===== src/rtl/i2s_tx.sv =====
// I2S transmitter: buffers mono samples in a small FIFO and sends each one
// duplicated to both channels, MSB first, with the standard one-bit delay.
module i2s_tx #(
    parameter int CLK_DIV    = 4,
    parameter int FIFO_DEPTH = 2
) (
    input  logic        clk,
    input  logic        reset,
    input  logic [15:0] sample_in,
    input  logic        sample_valid,
    output logic        sample_ready,
    output logic        bclk,
    output logic        lrclk,
    output logic        sdata,
    output logic        underrun
);

    localparam int         PW       = (FIFO_DEPTH > 2) ? 2 : 1;
    localparam logic [7:0] DIV_LAST = 8'(CLK_DIV - 1);
    localparam logic [2:0] DEPTH    = 3'(FIFO_DEPTH);

    logic [7:0]    div_cnt_q, div_cnt_d;
    logic          bclk_q, bclk_d;
    logic [4:0]    bit_cnt_q, bit_cnt_d;
    logic          lrclk_q, lrclk_d;
    logic          sdata_q, sdata_d;
    logic          underrun_q, underrun_d;
    logic          ready_q, ready_d;
    logic [15:0]   s_q, s_d;
    logic [PW-1:0] wr_ptr_q, wr_ptr_d;
    logic [PW-1:0] rd_ptr_q, rd_ptr_d;
    logic [2:0]    count_q, count_d;
    logic [15:0]   mem_q [FIFO_DEPTH];
    logic [15:0]   mem_d [FIFO_DEPTH];

    logic          div_wrap;
    logic          fall;
    logic [4:0]    new_bit;
    logic          frame_start;
    logic          push;
    logic          pop;
    logic [31:0]   frame;
    logic [4:0]    bit_idx;

    // Handshake: a sample transfers on every rising edge where sample_valid
    // and sample_ready are both high; sample_ready never depends on sample_valid.
    always_comb begin
        div_cnt_d  = div_cnt_q;
        bclk_d     = bclk_q;
        bit_cnt_d  = bit_cnt_q;
        lrclk_d    = lrclk_q;
        sdata_d    = sdata_q;
        underrun_d = 1'b0;
        s_d        = s_q;
        wr_ptr_d   = wr_ptr_q;
        rd_ptr_d   = rd_ptr_q;
        count_d    = count_q;
        mem_d      = mem_q;

        div_wrap    = (div_cnt_q == DIV_LAST);
        fall        = div_wrap && bclk_q;
        new_bit     = bit_cnt_q + 5'd1;
        frame_start = fall && (new_bit == 5'd0);
        push        = sample_valid && ready_q;
        // Pop decision uses the registered occupancy, so a same-cycle push
        // into an empty FIFO is never forwarded to the frame.
        pop         = frame_start && (count_q != 3'd0);
        frame       = {s_q, s_q};
        // Slot k carries F[32-k]; slot 0 wraps to F[0] of the outgoing frame,
        // which is why s_q (not s_d) is the source here.
        bit_idx     = 5'd0 - new_bit;

        if (div_wrap) begin
            div_cnt_d = 8'd0;
            bclk_d    = ~bclk_q;
        end else begin
            div_cnt_d = div_cnt_q + 8'd1;
        end

        if (fall) begin
            bit_cnt_d = new_bit;
            lrclk_d   = new_bit[4];
            sdata_d   = frame[bit_idx];
        end

        if (frame_start && !pop) begin
            underrun_d = 1'b1;
        end

        if (push) begin
            mem_d[wr_ptr_q] = sample_in;
            wr_ptr_d        = wr_ptr_q + PW'(1);
        end

        if (pop) begin
            s_d      = mem_q[rd_ptr_q];
            rd_ptr_d = rd_ptr_q + PW'(1);
        end

        case ({push, pop})
            2'b10:   count_d = count_q + 3'd1;
            2'b01:   count_d = count_q - 3'd1;
            default: count_d = count_q;
        endcase

        ready_d = (count_d < DEPTH);
    end

    always_ff @(posedge clk) begin
        if (reset) begin
            div_cnt_q  <= 8'd0;
            bclk_q     <= 1'b0;
            bit_cnt_q  <= 5'd0;
            lrclk_q    <= 1'b0;
            sdata_q    <= 1'b0;
            underrun_q <= 1'b0;
            ready_q    <= 1'b1;
            s_q        <= 16'd0;
            wr_ptr_q   <= '0;
            rd_ptr_q   <= '0;
            count_q    <= 3'd0;
        end else begin
            div_cnt_q  <= div_cnt_d;
            bclk_q     <= bclk_d;
            bit_cnt_q  <= bit_cnt_d;
            lrclk_q    <= lrclk_d;
            sdata_q    <= sdata_d;
            underrun_q <= underrun_d;
            ready_q    <= ready_d;
            s_q        <= s_d;
            wr_ptr_q   <= wr_ptr_d;
            rd_ptr_q   <= rd_ptr_d;
            count_q    <= count_d;
        end
    end

    // Storage needs no reset: occupancy and pointers define what is valid.
    always_ff @(posedge clk) begin
        mem_q <= mem_d;
    end

    assign sample_ready = ready_q;
    assign bclk         = bclk_q;
    assign lrclk        = lrclk_q;
    assign sdata        = sdata_q;
    assign underrun     = underrun_q;

endmodule


===== config.mk =====
export PLATFORM = sky130hd
export DESIGN_NAME = i2s_tx
export DESIGN_NICKNAME = d
export VERILOG_FILES = /design/src/rtl/i2s_tx.sv
export SDC_FILE = /design/constraint.sdc
export NUM_CORES = 1
export LEC_CHECK = 0
export CORE_ASPECT_RATIO = 0.7
export CORE_MARGIN = 3
export CORE_UTILIZATION = 44
export CTS_CLUSTER_DIAMETER = 40
export DETAILED_ROUTE_END_ITERATION = 8
export GPL_ROUTABILITY_DRIVEN = 1
export MAX_ROUTING_LAYER = met4
export PLACE_DENSITY = 0.65
export SYNTH_ARGS = -nofsm -noshare
export SYNTH_HDL_FRONTEND = slang
export SYNTH_SLANG_ARGS = --single-unit

===== constraint.sdc =====
create_clock -name clk -period 3.7 [get_ports clk]
set_input_delay 0.555 -clock clk [delete_from_list [all_inputs] [get_ports clk]]
set_output_delay 0.555 -clock clk [all_outputs]
set_load 0.005 [all_outputs]

# Word level (Yosys, flattened, before mapping)

Cells that the tools add are included.
W data, S select, Z words.

$add $sub $neg: 7
$mul: 0
Div/mod/pow operators: 0
$lt $le $gt $ge: 5
Equal/unequal tests: 3
Shifts and indexed selects: 0
Muxes and demuxes: 10
Bitwise logic cells: 3
Reduce and logical (&&, ||, !) cells: 10

Operators by type and width:

| cell                  | count |
|---|---|
| $mux W16              | 4 |
| $bwmux W32            | 1 |
| $demux W16 S1         | 1 |
| $add A8 B1 Y8 const B | 1 |
| $eq A8 B2 Y1 const B  | 1 |
| $logic_and A1 B1 Y1   | 6 |
| $lt A5 B6 Y1 const B  | 1 |
| $pmux W3 S2           | 1 |
| $add A5 B1 Y5 const B | 1 |
| $bmux W1 S5           | 1 |
| $logic_not A5 Y1      | 1 |
| $sub A1 B5 Y5 const A | 1 |
| $ge A2 B2 Y1 const B  | 2 |
| $not A1 Y2            | 2 |
| $add A3 B1 Y3 const B | 1 |
| $lt A3 B2 Y1 const B  | 1 |
| $reduce_bool A3 Y1    | 1 |
| $sub A3 B1 Y3 const B | 1 |
| $add A1 B1 Y1 const B | 2 |
| $eq A2 B1 Y1 const B  | 1 |
| $eq A2 B2 Y1 const B  | 1 |
| $lt A2 B1 Y1 const B  | 1 |
| $mux W1               | 2 |
| $reduce_or A2 Y1      | 1 |
| 2 further kinds       | 2 |

Register bits after elaboration: 71
Latch bits: 0
Memory bits (writable): 0
Memory bits (read-only): 0
Bits of input ports: 19
Output and inout port bits: 5
Word-level logic and storage cells: 51
Memories: 0

# Longest topological paths before layout

Depth in word-level cells: 7
Gate-level depth with buffers: 13
Gate-level depth less buffers: 12

# Least setup slack after synthesis

Ideal clock, no wire load.

Path kind: reg2reg
Start: reg bit_cnt_q[1]
End: reg ready_q (netlist: sample_ready)
Library setup time: 0.116 ns
Data arrival time: 2.799 ns
Required time: 3.584 ns
Slack: 0.785 ns
Cell stages (with the launch flop): 14
Buffers on the path: 1
Period minus slack after synthesis: 2.915 ns
Cells stage by stage: dfxtp_1 -> ha_1 -> or2_2 -> o21ai_2 -> a22oi_2 -> nor3_4 -> buf_6 -> ha_1 -> inv_1 -> fa_1 -> xor2_1 -> or3_1 -> a21oi_1 -> nor2_1

Longest elaborated chain between the ends: 7
Elaborated cells on any way between the ends: 8
Classes of those cells: add/sub: 1; order compare: 1; eq/ne: 2; mux: 1; reduce/logical: 3

RTL lines:

| what                                         | RTL line | text |
|---|---|---|
| start, declared                              | 24       | `logic [4:0] bit_cnt_q, bit_cnt_d;` |
| start signal, assigned                       | 125      | `bit_cnt_q <= bit_cnt_d;` |
| $add A5 B1 Y5 *                              | 62       | `new_bit = bit_cnt_q + 5'd1;` |
| $logic_not A5 Y1 *                           | 63       | `frame_start = fall && (new_bit == 5'd0);` |
| $logic_and A1 B1 Y1 *                        | 63       |  |
| $logic_and A1 B1 Y1 *                        | 67       | `pop = frame_start && (count_q != 3'd0);` |
| via pop                                      | 41       | `logic pop;` |
| $eq A2 B1 Y1 or $eq A2 B2 Y1 (tied branches) | 100      | `case ({push, pop})` |
| $pmux W3 S2 *                                | 100      |  |
| $lt A3 B2 Y1 *                               | 106      | `ready_d = (count_d < DEPTH);` |
| end signal, assigned                         | 129      | `ready_q <= ready_d;` |
| end, declared                                | 28       | `logic ready_q, ready_d;` |

Mark *: on every way through the listed nets, which the timed path passes. The rest lies on a longest branch.
A chain may end at the register's enable or synchronous reset.

# Worst setup path after layout

Start: reg bit_cnt_q[0]
End: reg ready_q (netlist: sample_ready)

Longest elaborated chain between the ends: 7
Elaborated cells on any way between the ends: 8
Classes of those cells: add/sub: 1; order compare: 1; eq/ne: 2; mux: 1; reduce/logical: 3

RTL lines:

| what                                         | RTL line |
|---|---|
| $add A5 B1 Y5 *                              | 62 |
| $logic_not A5 Y1 *                           | 63 |
| $logic_and A1 B1 Y1 *                        | 63 |
| $logic_and A1 B1 Y1 *                        | 67 |
| $eq A2 B1 Y1 or $eq A2 B2 Y1 (tied branches) | 100 |
| $pmux W3 S2 *                                | 100 |
| $lt A3 B2 Y1 *                               | 106 |

Mark *: on every way between the ends. The rest lies on a longest branch, timed or not.

==> impl_metrics.csv <==
group,metric,value,unit
synthesis,synth_warnings,0,
routing,antenna_left,0,
sta,final.setup.tns,0,ns
synthesis,async_reset_ff_frac,0,
critical_path,arrival,3.17,ns
floorplanning,std_cell_rows,25,
synthesis,synth_fp_nets,275,
sta,fin_crit_sh,0.7944,
floorplanning,initial_core_util,0.4640,
power,power_leakage,1.168,nW
finish,syn_to_final_growth,12.89,%
cts,cts_resized,0,
synthesis,synth_edf_count,32,
sta,hold_viol_final,0,
critical_path,rr_worst_depth,12,
synthesis,netlist_area,3193,sq um
sta,setup_viol,0,
critical_path,cp_max_fo,12,
cts,cts_max_path_buffers,2,
cts,cts_root_buf,"clkbuf_8",
routing,wl,5347,microns
floorplanning,die_w,107.8,microns
global_routing,grt_start_max_net_pins,22,
sta,fmax,340.2,MHz
critical_path,start_kind,"flop",
critical_path,crit_required,3.93,ns
global_routing,track_usage,0.1443,
critical_path,path_cells,"ha_1 -> nand3_1 -> nor2_1 -> a22oi_2 -> nor3_4 -> ha_1 -> inv_1 -> fa_1 -> xor2_1 -> or3_1 -> a21oi_1 -> nor2_1",
placement,place.gp.congestion,0.8060,
routing,wire_per_inst,14.41,microns
cts,postCtsHoldBufs,0,
power,irDropWorstVdd,0.2290,mV
hold_path,hold_path.class,"flop to flop",
cts,cts_tree,"yes",
cts,cts_setup_buffers,0,
routing,drc_errors,0,
synthesis,ys_types,50,
hold_path,min-delay-start,"div_cnt_q[0]",
critical_path,r2r_setup_slack,0.76,ns
synthesis,synthTopCellsByArea,"edfxtp_1 (30%), dfxtp_1 (24%), mux2i_1 (5.6%)",
placement,dp_hpwl,3618,microns
power,p_per_area,442.0,nW/um^2
outcome,outcome,"completed",
synthesis,synth_common_cells,"dfxtp_1 (38), edfxtp_1 (32), nor2_1 (26), mux2i_1 (18), a31oi_1 (16)",
cts,cts_inserted_buffers,9,
critical_path,cp_slowest_cell,"dfxtp_1",
routing,drt_pass1_iterations,4,
finish,fillers,629,
hold_path,hold_depth,1,
critical_path,crit_path_end_kind,"flop",
critical_path,slowest_delay,0.55,ns
synthesis,syn_area_per_cell,12.72,sq um
synthesis,synth-seq-area-share,0.5392,
synthesis,synth_ff_type,"dfxtp_1",
global_routing,overflow,0,
sta,finClkSkew,0.006962,ns
finish,drive_above_1_share,0.1625,
floorplanning,coreArea,6882,sq um
sta,maxSlewViolCount,0,
finish,register_area,1722,sq um
critical_path,path_buf_inv,1,
sta,min_period,2.939,ns
critical_path,r2r_start,"bit_cnt_q[0]",
floorplanning,pin_count,24,
routing,vias,1968,
placement,io_buffers,23,
cts,cts.sinks,70,
synthesis,synth_top_cell_area_share,0.3009,
sta,grt_setup_unrepaired,"false",
sta,slew_headroom,0.3151,
critical_path,r2r_end,"sample_ready",
synthesis,synth_top_area_cell,"edfxtp_1",
cts,htree_levels,3,
finish,instances_no_fill,371,
synthesis,yosys_register_bits,70,
critical_path,path_delay_family,"adder cells",
global_routing,grt_pass1_wl,9059,microns
synthesis,yosysMostFrequentCell,"dfxtp_1",
cts,clk_pin_slew,0.07,ns
cts,clk_latency,0.34,ns
finish,final_core_util,0.5238,
floorplanning,dieArea,8332,sq um
job,max_cap_viol_count,0,
power,finalPower,0.001593,W
hold_path,hold_end,"div_cnt_q[0]",
finish,antennaDiodeCount,0,
placement,dp_cells,355,
routing,drtIter0Drc,82,
placement,placed_area,3407,sq um
finish,multi_input_area,1285,sq um
global_routing,antenna_found_initial,0,
sta,worst_slew_pin_slew,1.026,ns
finish,fin_nets,296,
finish,stdcell_area,3605,sq um
floorplanning,die_h,77.28,microns
global_routing,grt_pass1_vias,1788,
routing,viasPerCell,5.305,
critical_path,worstSetupPathType,"flop to flop",
synthesis,synthCells,251,
## through the flow
step | setup WS [ns] | hold slack (ns)
after floorplan | 0.7846 | 0.4377
after global placement | 0.8378 | 0.4567
after detailed placement | 0.7286 | 0.4723
after CTS | 0.7259 | 0.4894
after global routing | 0.4466 | 0.5314
final | 0.7607 | 0.4819
## worst max path at each step
stage | depth (start not counted) | slack, ns | start | end
detailed placement | 12 | 0.73 | bit_cnt_q[0] | sample_ready
global route | 12 | 0.45 | bit_cnt_q[0] | sample_ready
floorplan | 13 | 0.78 | bit_cnt_q[1] | sample_ready
CTS | 12 | 0.73 | bit_cnt_q[0] | sample_ready
global placement | 12 | 0.84 | bit_cnt_q[0] | sample_ready
finish | 12 | 0.76 | bit_cnt_q[0] | sample_ready
## routing by layer
layer	track usage	part of all wire	up-vias
met4	0.04918	0.015	0
li1	-	-	985
met1	0.2149	0.53	945
met3	0.04626	0.041	9
met2	0.1824	0.42	29
met5	-	0	-
## area by class of cell
cell class                      count  share of cell area
Multi-Input combinational cell    158              0.3565
Clock buffer                        9             0.03436
Tap cell                           94             0.03263
Clock inverter                      7             0.02048
Inverter                            6            0.006248
Sequential cell                    70              0.4776
Timing Repair Buffer               27             0.07220
## logic make-up after synthesis
family / Yosys count / synth area share
multiplexers: 26 / 0.1129
adder cells (fa/ha/maj): 5 / 0.02194
flip-flops: 70 / 0.5392
buffers and inverters: 23 / 0.05839
AO/OA/AOI/OAI: 48 / 0.1230
XOR/XNOR: 16 / 0.04389
AND/OR/NAND/NOR: 63 / 0.1007
## layout by cell type (no fill, tap or decap), types with 2 or more instances in the layout
cell	Yosys	routed
clkinvlp_4	0	3
nand2b_1	2	2
edfxtp_1	32	32
a21oi_1	3	3
mux2i_1	18	18
nand2_1	7	7
clkbuf_8	2	9
dfxtp_1	38	38
a31oi_1	16	16
a211oi_1	8	8
and3_1	2	2
ha_1	4	4
xnor2_1	6	6
nor3_1	2	2
and2_1	2	2
a211oi_2	10	10
mux4_2	8	8
xor2_1	10	10
nor2_1	26	26
or3_1	2	2
buf_4	4	4
clkdlybuf4s50_1	0	23
inv_1	6	6
nand3_1	9	9
## worst reg2reg max path, cell delays in order, from the launching register on
cell,delay (ns)
dfxtp_1,0.55
ha_1,0.31
nand3_1,0.12
nor2_1,0.17
a22oi_2,0.15
nor3_4,0.19
ha_1,0.20
inv_1,0.06
fa_1,0.37
xor2_1,0.16
or3_1,0.30
a21oi_1,0.18
nor2_1,0.06
## state kept, by name (all words and copies together), names as in the netlist
signal and count:
bclk 1, bit_cnt_q 5, count_q 3, div_cnt_q 8, mem_q 32, rd_ptr_q 1, s_q 16, sample_ready 1
sdata 1, underrun 1, wr_ptr_q 1
## power by group
part	switching (W)	total (W)	internal, W
clock network	0.000289	0.000601	0.000312
registers	0.0000170	0.000874	0.000857
logic	0.0000722	0.000119	0.0000471
total	0.000378	0.00159	0.00122
(Power assumes the default switching activity.)
